**config.mk**
```make
export PLATFORM = sky130hd
export DESIGN_NAME = mem_port_arbiter
export DESIGN_NICKNAME = d
export VERILOG_FILES = /design/src/rtl/mem_port_arbiter.sv
export SDC_FILE = /design/constraint.sdc
export NUM_CORES = 1
export LEC_CHECK = 0
export CAP_MARGIN = 20
export CORE_AREA = 2 2 155 157
export DETAILED_ROUTE_END_ITERATION = 8
export DIE_AREA = 0 0 157 159
export GPL_TIMING_DRIVEN = 0
export MAX_ROUTING_LAYER = met4
export PLACE_DENSITY_LB_ADDON = 0.08
export SYNTH_ARGS = -nofsm -noshare
export SYNTH_HDL_FRONTEND = slang
export SYNTH_SLANG_ARGS = --single-unit
```
**constraint.sdc**
```tcl
create_clock -name clk -period 2 [get_ports clk]
set_clock_uncertainty 0.15 [all_clocks]
set_input_delay 0.4 -clock clk [delete_from_list [all_inputs] [get_ports clk]]
set_output_delay 0.4 -clock clk [all_outputs]
set_load 0.05 [all_outputs]
```
**src/rtl/mem_port_arbiter.sv**
```systemverilog
// rtl/mem_port_arbiter.sv - round-robin arbiter sharing one memory port between NUM_REQ requesters
//
// Ports:
//   clk          clock, rising edge
//   rst          asynchronous active-low reset
//   req          per-requester request level
//   wr           per-requester write flag (1 = write, 0 = read)
//   addr         flattened addresses, requester i at [i*ADDR_WIDTH +: ADDR_WIDTH]
//   wr_data      flattened write data, requester i at [i*DATA_WIDTH +: DATA_WIDTH]
//   ack          one-hot, one-cycle completion pulse to the granted requester
//   rd_data      registered read data, valid while ack is high, held until next completion
//   busy         high in every state except IDLE
//   mem_rd_req   one-cycle read command
//   mem_wr_req   one-cycle write command
//   mem_addr     command address, held until the next grant
//   mem_wr_data  command write data, held until the next grant
//   mem_rd_data  memory read data, valid with mem_ack
//   mem_ack      memory completion pulse
module mem_port_arbiter #(
    parameter int NUM_REQ    = 4,
    parameter int ADDR_WIDTH = 32,
    parameter int DATA_WIDTH = 32
) (
    input  logic                           clk,
    input  logic                           rst,
    input  logic [NUM_REQ-1:0]             req,
    input  logic [NUM_REQ-1:0]             wr,
    input  logic [NUM_REQ*ADDR_WIDTH-1:0]  addr,
    input  logic [NUM_REQ*DATA_WIDTH-1:0]  wr_data,
    output logic [NUM_REQ-1:0]             ack,
    output logic [DATA_WIDTH-1:0]          rd_data,
    output logic                           busy,
    output logic                           mem_rd_req,
    output logic                           mem_wr_req,
    output logic [ADDR_WIDTH-1:0]          mem_addr,
    output logic [DATA_WIDTH-1:0]          mem_wr_data,
    input  logic [DATA_WIDTH-1:0]          mem_rd_data,
    input  logic                           mem_ack
);

    localparam int GW = (NUM_REQ > 1) ? $clog2(NUM_REQ) : 1;

    typedef enum logic [1:0] {
        IDLE  = 2'd0,
        ISSUE = 2'd1,
        WAIT  = 2'd2,
        ACK   = 2'd3
    } state_t;

    state_t                  state, state_nxt;
    logic [GW-1:0]           last_grant, last_grant_nxt;
    logic [GW-1:0]           grant, grant_nxt;
    logic [NUM_REQ-1:0]      ack_nxt;
    logic [DATA_WIDTH-1:0]   rd_data_nxt;
    logic                    busy_nxt;
    logic                    mem_rd_req_nxt;
    logic                    mem_wr_req_nxt;
    logic [ADDR_WIDTH-1:0]   mem_addr_nxt;
    logic [DATA_WIDTH-1:0]   mem_wr_data_nxt;

    // Round-robin pick: first asserted req starting one past last_grant,
    // wrapping modulo NUM_REQ (which need not be a power of two).
    logic [GW-1:0]           pick;
    logic                    pick_valid;
    logic [GW-1:0]           cand;

    always_comb begin
        pick       = '0;
        pick_valid = 1'b0;
        cand       = '0;
        for (int k = 1; k <= NUM_REQ; k++) begin
            cand = GW'((int'(last_grant) + k) % NUM_REQ);
            if (!pick_valid && req[cand]) begin
                pick       = cand;
                pick_valid = 1'b1;
            end
        end
    end

    // Select the picked requester's command fields.
    logic                    pick_wr;
    logic [ADDR_WIDTH-1:0]   pick_addr;
    logic [DATA_WIDTH-1:0]   pick_wdata;

    always_comb begin
        pick_wr    = 1'b0;
        pick_addr  = '0;
        pick_wdata = '0;
        for (int i = 0; i < NUM_REQ; i++) begin
            if (pick == GW'(i)) begin
                pick_wr    = wr[i];
                pick_addr  = addr[i*ADDR_WIDTH +: ADDR_WIDTH];
                pick_wdata = wr_data[i*DATA_WIDTH +: DATA_WIDTH];
            end
        end
    end

    // Next-state and next-output logic; every output is registered so the
    // command pulse appears in the ISSUE cycle and ack in the ACK cycle.
    always_comb begin
        state_nxt       = state;
        last_grant_nxt  = last_grant;
        grant_nxt       = grant;
        ack_nxt         = '0;
        rd_data_nxt     = rd_data;
        mem_rd_req_nxt  = 1'b0;
        mem_wr_req_nxt  = 1'b0;
        mem_addr_nxt    = mem_addr;
        mem_wr_data_nxt = mem_wr_data;

        case (state)
            IDLE: begin
                if (pick_valid) begin
                    grant_nxt       = pick;
                    mem_rd_req_nxt  = ~pick_wr;
                    mem_wr_req_nxt  = pick_wr;
                    mem_addr_nxt    = pick_addr;
                    mem_wr_data_nxt = pick_wdata;
                    state_nxt       = ISSUE;
                end
            end
            ISSUE: begin
                // mem_ack arriving in the command cycle is deliberately ignored.
                state_nxt = WAIT;
            end
            WAIT: begin
                if (mem_ack) begin
                    rd_data_nxt    = mem_rd_data;
                    last_grant_nxt = grant;
                    for (int i = 0; i < NUM_REQ; i++) begin
                        ack_nxt[i] = (grant == GW'(i));
                    end
                    state_nxt = ACK;
                end
            end
            ACK: begin
                state_nxt = IDLE;
            end
            default: begin
                state_nxt = IDLE;
            end
        endcase

        busy_nxt = (state_nxt != IDLE);
    end

    always_ff @(posedge clk or negedge rst) begin
        if (!rst) begin
            state       <= IDLE;
            last_grant  <= GW'(NUM_REQ - 1);
            grant       <= '0;
            ack         <= '0;
            rd_data     <= '0;
            busy        <= 1'b0;
            mem_rd_req  <= 1'b0;
            mem_wr_req  <= 1'b0;
            mem_addr    <= '0;
            mem_wr_data <= '0;
        end else begin
            state       <= state_nxt;
            last_grant  <= last_grant_nxt;
            grant       <= grant_nxt;
            ack         <= ack_nxt;
            rd_data     <= rd_data_nxt;
            busy        <= busy_nxt;
            mem_rd_req  <= mem_rd_req_nxt;
            mem_wr_req  <= mem_wr_req_nxt;
            mem_addr    <= mem_addr_nxt;
            mem_wr_data <= mem_wr_data_nxt;
        end
    end

endmodule

```
* After elaboration in Yosys (flattened, before gate mapping)
Index checks and enable logic that the tools add are counted.
** Storage, ports and cells
- Logic and storage cells :: 77
- Output and inout port bits :: 103
- Bits of input ports :: 299
- Register bits :: 109
** Cells by class
- Reductions and logical operators :: 12
- Bitwise operators :: 1
- Equality and inequality tests :: 9
- $lt $le $gt $ge :: 4
- Multiplexer cells :: 37
- Add/sub/neg operators :: 4
** Operator list (number)
- 2-to-1 mux 32 bit :: 8
- 2-to-1 mux 1 bit :: 16
- == test 2 bit, second input constant :: 6
- less-than comparator 2 x 3 -> 1 bit, second input constant :: 4
- 2-to-1 mux 2 bit :: 6
- binary-select mux 1 bit (select 2 bit) :: 4
- 2-to-1 mux 4 bit :: 2
- one-hot mux 2 bit (4 select lines) :: 1
- == test 2 x 1 -> 1 bit, second input constant :: 3
- logical NOT 2 bit :: 3
- adder 2 x 1 -> 2 bit, second input constant :: 2
- adder 2 bit, second input constant :: 2
- AND reduction 2 bit :: 2
- logical AND 1 bit :: 3
- logical NOT 1 bit :: 3
- nonzero test 2 bit :: 1
- NOT 1 bit :: 1

* Longest topological paths before layout
- Word-level depth :: 21
- Mapped depth :: 7
- Depth with buffers taken out :: 5

* Worst setup path before layout
No wires, ideal clock.
- Path kind :: register to register
- From :: reg state[0]
- To :: reg rd_data[25]
- Library setup time :: 125 ps
- Cell stages (with the launch flop) :: 7
- Arrival :: 1664 ps
- Setup slack :: 61 ps
- Buffers on the path :: 2
- Required time :: 1725 ps
- Period minus slack after synthesis :: 1939 ps
- Cell sequence :: dfrtp_1 inv_1 ha_1 and2_1 clkbuf_1 buf_1 mux2_2
** On the way
- Longest elaborated chain between the ends :: 2
** Ends and longest elaborated chain
- start: declaration :: line 50 : state_t state, state_nxt;
- start signal: assignment :: line 160 : state <= state_nxt;
- == test 2 bit :: line 111 : case (state)
- AND reduction 2 bit (no source line)
- end signal: assignment :: line 164 : rd_data <= rd_data_nxt;
- end: declaration :: line 31 : output logic [DATA_WIDTH-1:0] rd_data,
Every way passes these cells.
A chain may end at the register's enable or synchronous reset.

* Worst setup path after layout
- From :: reg last_grant[0]
- To :: reg mem_wr_data[23]
** On the way
- Longest elaborated chain between the ends :: 18
- Elaborated cells between the ends (all ways) :: 35
** Ends and longest elaborated chain
- start: declaration :: line 51 : logic [GW-1:0] last_grant, last_grant_nxt;
- start signal: assignment :: line 150 : last_grant <= GW'(NUM_REQ - 1);
- start signal: assignment :: line 161 : last_grant <= last_grant_nxt;
- adder 2 x 1 -> 2 bit :: line 72 : cand = GW'((int'(last_grant) + k) % NUM_REQ);
- binary-select mux 1 bit (select 2 bit) :: line 73 : if (!pick_valid && req[cand]) begin
- 2-to-1 mux 1 bit (implied by the code) :: line 73
- 2-to-1 mux 1 bit :: line 73
- logical NOT 1 bit :: line 73
- logical AND 1 bit :: line 73
- 2-to-1 mux 1 bit :: line 73
- logical NOT 1 bit :: line 73
- logical AND 1 bit :: line 73
- 2-to-1 mux 1 bit :: line 73
- logical NOT 1 bit :: line 73
- logical AND 1 bit :: line 73
- 2-to-1 mux 2 bit :: line 73
- logical NOT 2 bit :: line 90 : if (pick == GW'(i)) begin
- 2-to-1 mux 32 bit (4 in series) :: line 90
- end signal: assignment :: line 169 : mem_wr_data <= mem_wr_data_nxt;
- end: declaration :: line 36 : output logic [DATA_WIDTH-1:0] mem_wr_data,
Several ways; a longest one is shown, not always the timed one. The select of a mux whose other input is x is not followed.

==> results.py <==
metrics = {
    "min_path": {
        "holdPathEnd": "last_grant[0]$_DFFE_PN1P_",
        "whs_path_depth": 2,
        "hold_path.class": "reg2reg",
        "worstHoldStart": "last_grant[0]$_DFFE_PN1P_",
    },
    "setup_path": {
        "critPathMaxStageDelay_ps": 560,
        "crit_buf_inv": 3,
        "timing.rr.start": "last_grant[0]$_DFFE_PN1P_",
        "cp.arrival_ps": 2070,
        "worstPathRequired_ps": 2080,
        "cp_top_family": "flip-flops",
        "critPathSlowestCell": "dfstp_2",
        "crit_chain": "nand2b_4 > a21o_1 > nand3_4 > buf_6 > buf_12 > buf_6 > mux2i_2 > o221ai_2",
        "crit_path_start_kind": "flop",
        "rr_endpoint": "mem_wr_data[23]$_DFFE_PN0P_",
        "rr_worst_depth": 8,
        "worstSetupPathType": "reg2reg",
        "worstSetupEndpointType": "flop",
        "cpMostUsedCell": "buf_6",
        "cp_max_fo": 5,
        "reg2reg_setup_slack_ps": 10,
    },
    "synth": {
        "ys_seq_area_share_pct": 47.27,
        "synth_flop_cell": "dfrtp_1",
        "async_reset_ff_share_pct": 100.0,
        "synth_edf_count": 0,
        "syn_area_um2": 5776,
        "yosysMostFrequentCell": "mux2i_1",
        "synthCells": 485,
        "yosysTopAreaCell": "dfrtp_1",
        "synth_area_leaders": "dfrtp_1 (46%), mux2i_1 (22%), o221ai_1 (9.7%)",
        "synth_seq_cells": 109,
        "synth.avg_cell_area_um2": 11.91,
        "synth_nets": 786,
        "synth_top_area_share_pct": 46.36,
        "synth_cell_types": 33,
        "yosys_warnings": 0,
        "synth_common_cells": "mux2i_1 (128), dfrtp_1 (107), nand2_1 (72)",
    },
    "clock_tree": {
        "clk_pin_slew_ps": 90,
        "numCtsBuffers": 9,
        "clkLatencyLatePin_ps": 350,
        "cts-htree-levels": 3,
        "tritoncts": "done",
        "cts_buffer_depth": 2,
        "clkSinkCount": 109,
        "cts_root_buffer": "clkbuf_16",
    },
    "drt": {
        "drt_pass1_iterations": 4,
        "drt_iter0_drc": 158,
        "drc": 0,
        "wl_per_cell_um": 20.06,
        "drt.antenna.violating_nets": 0,
        "num_vias": 5841,
        "routed_wirelength_mm": 24.97,
        "post_drt_via_cell_ratio": 4.692,
    },
    "cells_and_area": {
        "fin_nets": 1219,
        "area_growth_pct": 96.86,
        "post-route-util_pct": 49.02,
        "drive_above_1_share_pct": 19.07,
        "fin_cells": 1245,
        "final_area_um2": 11370,
    },
    "floorplanning": {
        "die_x_um": 157,
        "die-height_um": 159,
        "dieArea_um2": 24960,
        "start_util_pct": 24.90,
        "fp-row-count": 56,
        "design.core.area_um2": 23190,
        "io_pins": 402,
    },
    "power": {
        "power_frac_comb_pct": 67.0,
        "peakVddDrop_v": 0.0006625,
        "p_sw_mw": 8.504,
        "p_sw_share_pct": 49.33,
        "power.density_nw_per_um2": 1516,
        "seqPwrFrac_pct": 22.1,
        "finalPower_mw": 17.24,
        "p_leak_nw": 5.021,
        "p_int_mw": 8.736,
        "clockPowerShare_pct": 10.9,
    },
    "sta": {
        "whs_ps": 331.8,
        "worst_pin_slew_ps": 623.4,
        "slew_headroom_pct": 58.60,
        "rsz0062_at_grt": "true",
        "finalCritPeriodShare_pct": 99.34,
        "setup_violations": 0,
        "setup_tns_ps": 0,
        "fmax_mhz": 503.3,
        "post-route-min-period_ps": 1987,
        "hold_violations": 0,
        "slew_violations": 0,
        "fin_ws_ps": 13.26,
    },
    "grt": {
        "grt_antenna_before_repair": 3,
        "grt_pass1_vias": 6365,
        "grt_max_degree": 57,
        "grt_pass1_wl_mm": 37.00,
        "grt_usage_pct": 20.07,
        "grt.overflow.total": 0,
    },
    "placement": {
        "gp_congestion": 0.8277,
        "dpl.hpwl_mm": 19.13,
        "io_buffers": 401,
        "place_ws_ps": -1057,
        "placed_area_um2": 10220,
        "dpl.cell_count": 1206,
    },
    "run_status": {
        "status": "finished, final reports clean",
    },
    "flow_run": {
        "drv_cap": 0,
    },
}
## worst register-to-register path: stages, from the launching register on
cell and delay, ps:
dfstp_2 560, nand2b_4 130, a21o_1 160, nand3_4 130, buf_6 150, buf_12 130
buf_6 140, mux2i_2 210, o221ai_2 110
## state kept, by name, indices dropped and copies added, names as in the netlist
name and flops:
mem_addr 32, mem_wr_data 32, rd_data 32, ack 4
grant 2, last_grant 2, state 2, busy 1
mem_rd_req 1, mem_wr_req 1
## placed cells by master, fill, tap and decap left out, types with 9 or more instances in the layout
cell type        synthesis  routed
o221ai_2                 0      19
buf_4                    0      18
mux2i_4                  0      23
dfrtp_1                107     107
clkdlybuf4s50_1          0     293
mux2i_2                  0      16
mux2i_1                128      89
buf_12                   0      15
clkbuf_16                0      10
o221ai_1                64      45
buf_6                    2       9
nand2_1                 72      72
mux2_2                  32      32
dlygate4sd2_1            0     106
## layer usage
layer  GRT usage [%]  wire length, µm  part of all wire [%]  vias up
li1                -                -                     -     2718
met1           22.39             9565                    38     2853
met2           35.83            13270                    53      246
met3           3.838             1741                   7.0       24
met4           6.339              395                   1.6        0
met5               -                0                     0        -
## logic make-up after synthesis
kind of cell	Yosys count	share of synthesized area, %
AOI/OAI and AO/OA	80	11.79
adders and majority gates	2	0.4332
buffers and inverters	41	5.373
DFF	109	47.27
muxes	160	28.42
and+or+nand+nor	93	6.716
## layout make-up
type	count	area [µm²]
fillers	2116	11820
repair buffers	426	4237
multi-input cells	335	3252
flip-flops and latches	109	2730
plain buffers	34	424.2
well taps	319	399.1
clock buffers	9	225.2
clock inverters	7	83.83
inverters	3	11.26
diodes	3	7.507
## worst max path at each step
stage                             endpoint  depth (start not counted)                      start  slack (ps)
2_1_floorplan      rd_data[25]$_DFFE_PN0P_                          6         state[0]$_DFF_PN0_          60
3_3_place_gp       rd_data[12]$_DFFE_PN0P_                          1                        rst       -4210
3_5_place_dp   mem_wr_data[21]$_DFFE_PN0P_                          6                     req[3]       -1060
4_1_cts           mem_addr[16]$_DFFE_PN0P_                          8  last_grant[0]$_DFFE_PN1P_         -80
5_1_grt        mem_wr_data[21]$_DFFE_PN0P_                          8  last_grant[0]$_DFFE_PN1P_         -60
6_report       mem_wr_data[23]$_DFFE_PN0P_                          8  last_grant[0]$_DFFE_PN1P_          10
## power by group through the flow
| stage | Sequential [mW] | Clock, mW | Combinational [mW] |
|---|---|---|---|
| after floorplan | 7.31 | 0 | 3.45 |
| after global placement | 3.85 | 0 | 10.7 |
| after detailed placement | 3.90 | 0 | 10.8 |
| after CTS | 3.82 | 1.97 | 11.1 |
| after global routing | 3.94 | 2.06 | 12.2 |
| final | 3.81 | 1.88 | 11.5 |
## what timing repair did
item	CTS	global route
hold buffers	1	0
endpoints found under the hold margin	53	0
setup buffers	14	3
setup endpoints to repair	204	64
cloned	6	2
pin swaps	29	27
gates resized for setup	162	99
Power figures use the tool's default switching activity.
